<file path="config.mk">
export PLATFORM = sky130hd
export DESIGN_NAME = display_3bits_step_ctrl
export DESIGN_NICKNAME = d
export VERILOG_FILES = /design/src/rtl/display_3bits_step_ctrl.sv
export SDC_FILE = /design/constraint.sdc
export NUM_CORES = 1
export LEC_CHECK = 0
export CAP_MARGIN = 20
export CORE_MARGIN = 2
export CORE_UTILIZATION = 25
export DETAILED_ROUTE_END_ITERATION = 10
export DONT_BUFFER_PORTS = 1
export GPL_TIMING_DRIVEN = 1
export PLACE_DENSITY = 0.44
export SLEW_MARGIN = 20
export SYNTH_ARGS = -nofsm -noshare
export SYNTH_HDL_FRONTEND = slang
export SYNTH_SLANG_ARGS = --single-unit
</file>
<file path="constraint.sdc">
create_clock -name clk -period 2.71 [get_ports clk]
set_input_delay 0.4065 -clock clk [delete_from_list [all_inputs] [get_ports clk]]
set_output_delay 0.4065 -clock clk [all_outputs]
set_load 0.01 [all_outputs]
</file>
<file path="src/rtl/display_3bits_step_ctrl.sv">
// display_3bits_step_ctrl
// Turns two raw push buttons into a wrapping 3-bit count for the 7-segment
// decoder. Each button is synchronised, debounced and edge-detected.
// Optional auto-repeat while a button is held is enabled by defining
// DISPLAY_3BITS_STEP_CTRL_AUTO_REPEAT_EN.
module display_3bits_step_ctrl #(
  parameter int unsigned DEBOUNCE_CYCLES = 4,
  parameter int unsigned REPEAT_DELAY    = 8,
  parameter int unsigned REPEAT_PERIOD   = 4
) (
  input  logic clk,
  input  logic rst,
  input  logic btn_up,
  input  logic btn_down,
  output logic value_p3,
  output logic value_p2,
  output logic value_p1,
  output logic changed
);

  localparam logic [15:0] DEB_TC = 16'(DEBOUNCE_CYCLES - 1);

  // Index 0 is UP, index 1 is DOWN throughout.
  logic [1:0]  btn_raw;
  logic [1:0]  s1, s2;
  logic [1:0]  deb, deb_q;
  logic [15:0] dcnt [2];
  logic [1:0]  press;
  logic [1:0]  rep;
  logic [1:0]  step;
  logic [2:0]  count;
  logic        up, down;

  assign btn_raw = {btn_down, btn_up};

  // Two-flop synchroniser, debounce counter and edge-detect delay per button.
  always_ff @(posedge clk) begin
    if (rst) begin
      s1      <= '0;
      s2      <= '0;
      deb     <= '0;
      deb_q   <= '0;
      dcnt[0] <= '0;
      dcnt[1] <= '0;
    end else begin
      s1    <= btn_raw;
      s2    <= s1;
      deb_q <= deb;
      for (int i = 0; i < 2; i++) begin
        if (s2[i] == deb[i]) begin
          dcnt[i] <= '0;
        end else if (dcnt[i] == DEB_TC) begin
          deb[i]  <= s2[i];
          dcnt[i] <= '0;
        end else begin
          dcnt[i] <= dcnt[i] + 16'd1;
        end
      end
    end
  end

  assign press = deb & ~deb_q;

`ifdef DISPLAY_3BITS_STEP_CTRL_AUTO_REPEAT_EN
  localparam logic [15:0] RD_TC = 16'(REPEAT_DELAY - 1);
  localparam logic [15:0] RP_TC = 16'(REPEAT_PERIOD - 1);

  logic [15:0] rcnt [2];

  // Repeat down-counter: armed with the initial delay on the press cycle
  // (and while released), then reloaded with the period at each repeat.
  always_ff @(posedge clk) begin
    if (rst) begin
      rcnt[0] <= '0;
      rcnt[1] <= '0;
    end else begin
      for (int i = 0; i < 2; i++) begin
        if (!deb[i] || press[i]) begin
          rcnt[i] <= RD_TC;
        end else if (rcnt[i] == 16'd0) begin
          rcnt[i] <= RP_TC;
        end else begin
          rcnt[i] <= rcnt[i] - 16'd1;
        end
      end
    end
  end

  // Repeat fires at terminal count while the button is in its held phase.
  always_comb begin
    rep = '0;
    for (int i = 0; i < 2; i++) begin
      rep[i] = deb[i] & deb_q[i] & (rcnt[i] == 16'd0);
    end
  end
`else
  logic [1:0] unused_repeat_cfg;
  assign unused_repeat_cfg = {REPEAT_DELAY[0], REPEAT_PERIOD[0]};
  assign rep = '0;
`endif

  assign step = press | rep;
  assign up   = step[0];
  assign down = step[1];

  // Modulo-8 counter; coincident up and down steps cancel.
  always_ff @(posedge clk) begin
    if (rst) begin
      count   <= '0;
      changed <= 1'b0;
    end else begin
      changed <= up ^ down;
      if (up && !down) begin
        count <= count + 3'd1;
      end else if (down && !up) begin
        count <= count - 3'd1;
      end
    end
  end

  assign value_p3 = count[2];
  assign value_p2 = count[1];
  assign value_p1 = count[0];

endmodule

</file>
==> out/qor.csv <==
metric,value,unit
cts_max_path_buffers,2,
port_buffers,0,
gp_congestion,0.6889,
slowest_delay,460,ps
ys_ff_latch,44,
r2r_start,dcnt[0][0]$_SDFFCE_PN0P_,
drv_slew,0,
slowest_stage,nand2_1,
num_antenna_cells,0,
ioPinCount,8,
fin_crit_sh,73.34,%
endpoint,dcnt[0][5]$_SDFFCE_PN0P_,
critPathLaunchType,register,
grt_max_degree,16,
slew_headroom,64.66,%
crit_type,register to register,
fin_nets,245,
crit_chain,ha_1 -> nor4b_1 -> nand4_1 -> nand2_1 -> nor2_1,
reg2reg_to,dcnt[0][5]$_SDFFCE_PN0P_,
rsz0062_at_grt,false,
via_per_inst,4.168,
drc,0,
synth_cells,205,
status,"complete, no violations",
die-height,97.53,µm
rows,34,
area_growth,14.02,%
worst_setup_path_end_kind,register,
fin_crit,1988,ps
cts_max_level,2,
final_cell_mix,"nor2_1 (41), edfxtp_1 (32), conb_1 (32)",
multi_input_area,1046,µm²
final_common_cell,nor2_1,
dr.pass1.iters,4,
peakVddDrop,225.9,µV
synth-seq-area-share,54.92,%
cts.sinks,44,
syn_avg_cell_area,10.67,µm²
finalSetupTns,0,ps
antenna_found_initial,0,
worstRegToRegCells,5,
startpoint,dcnt[0][0]$_SDFFCE_PN0P_,
finalHoldViolCount,0,
synthDistinctLibCells,32,
hpwlAfterDp,2584,µm
ys_warn_count,0,
clk_latency,300,ps
post-cts-setup-buffers,0,
cts_tree,built,
seq_area,1201,µm²
synth_area,2187,µm²
drive_gt1_share,4.622,%
wl_per_cell,10.64,µm
cts_resized,0,
wirelength,3680,µm
nFillCells,942,
final_cell_area,2494,µm²
worstMarginPinSlew,528.8,ps
setup_violations,0,
die_area,9512,µm²
cts-hold-fix-buffers,0,
ant_nets,0,
grt_pass1_wl,6624,µm
crit_required,2740,ps
grt_use_total,8.767,%
ff2ff_setup_slack,720,ps
initial_utilization,25.45,%
root_buffer,clkbuf_8,
grt_remaining_overflow,0,
power_density,503.8,nW/µm²
vias,1442,
grt_pass1_vias,1368,
fin_skew,10.30,ps
clk_pin_slew,80,ps
p_leak,0.0008431,µW
drt-initial-drc-count,55,
placed_area,2401,µm²
arrival,2020,ps
min_path_type,primary input to register,
crit_fanout,15,
die_w,97.53,µm
maxCapViolations,0,
numCtsBuffers,5,
fmax,503.1,MHz
core-area,8593,µm²
[cell usage after synthesis]
cell type	number	area, µm²
nor2_1	41	153.9
edfxtp_1	32	960.9
xnor2_1	22	192.7
dfxtp_1	12	240.2
nand3_1	10	50.05
nand4_1	10	62.56
nor4_1	10	62.56
nand2_1	9	33.78
xor2_1	9	78.83
nor3_1	8	40.04
nor2b_1	7	43.79
inv_1	5	18.77
buf_2	3	15.01
ha_1	3	37.54
mux2i_1	3	30.03
a21oi_1	2	10.01
and3_1	2	12.51
nor4b_1	2	17.52
or3_1	2	12.51
and3_2	1	7.510
and4_4	1	11.26
clkbuf_1	1	3.750
clkbuf_2	1	5.000
clkbuf_8	1	13.76
conb_1	1	3.750
fa_1	1	20.02
nand2b_1	1	6.260
nand3_2	1	10.01
nand4_2	1	12.51
o21ai_0	1	5.000
o31ai_1	1	7.510
or4_1	1	7.510
[stage by stage]
step | total power [µW] | hold slack (ps) | cells | setup WS [ps] | util, %
2_1_floorplan | 823.8 | 413.8 | 236 | 1004 | -
3_3_place_gp | 832.8 | 421.4 | 338 | 652.4 | 27.94
3_5_place_dp | 832.8 | 424.7 | 338 | 656.3 | 27.94
4_1_cts | 1275 | 150.8 | 346 | 642.3 | 29.02
5_1_grt | 1315 | 144.6 | 346 | 474.5 | 29.02
6_report | 1256 | 162.2 | 346 | 722.4 | 29.02
[worst min path at each step]
stage | from | endpoint | slack (ps) | cells after the start
after floorplan | s1[0]$_SDFF_PP0_ | s2[0]$_SDFF_PP0_ | 410 | 1
after detailed placement | s1[0]$_SDFF_PP0_ | s2[0]$_SDFF_PP0_ | 420 | 1
after global routing | rst | count[1]$_SDFFE_PP0P_ | 140 | 1
after CTS | rst | changed$_SDFF_PP0_ | 150 | 1
final | rst | changed$_SDFF_PP0_ | 160 | 1
after global placement | s1[0]$_SDFF_PP0_ | s2[0]$_SDFF_PP0_ | 420 | 1
[kinds of logic after synthesis]
kind of cell	count (synthesis)	share of synthesized area (%)
other	1	0.1715
XOR/XNOR	31	12.41
buffers and inverters	11	2.574
flip-flops	44	54.92
AO/OA/AOI/OAI	4	1.030
adder cells (fa/ha/maj)	4	2.632
AND/OR/NAND/NOR	107	24.89
multiplexers	3	1.373
[report_power, final]
group          total (µW)  internal, µW  switching, µW
logic                45.1          20.1           24.9
registers             772           744           27.9
clock network         439           208            231
total                1260           973            284
[sequential cells by signal, indices dropped and copies added, names as in the netlist]
signal   flops
count        3
deb_q        2
changed      1
deb          2
s1           2
dcnt        32
s2           2
[routing by layer]
| metal | global-route usage [%] | share of wire [%] | vias up |
|---|---|---|---|
| met5 | 0 | 0 | - |
| met4 | 4.060 | 2.5 | 0 |
| met3 | 3.094 | 3.3 | 9 |
| met2 | 12.20 | 42 | 14 |
| met1 | 12.10 | 53 | 668 |
| li1 | - | - | 751 |
[layout make-up]
class / instances / area share [%]
Sequential cell: 44 / 48.17
Multi-Input combinational cell: 181 / 41.95
Tap cell: 108 / 5.419
Clock buffer: 7 / 3.462
Inverter: 5 / 0.7526
Clock inverter: 1 / 0.2509
[critical path: cells and delay by family, from the launching register on]
| family | cells | cell delay (ps) |
|---|---|---|
| flops | 1 | 420 |
| simple gates | 4 | 1040 |
| fa+ha+maj | 1 | 260 |
Power figures use the tool's default switching activity.
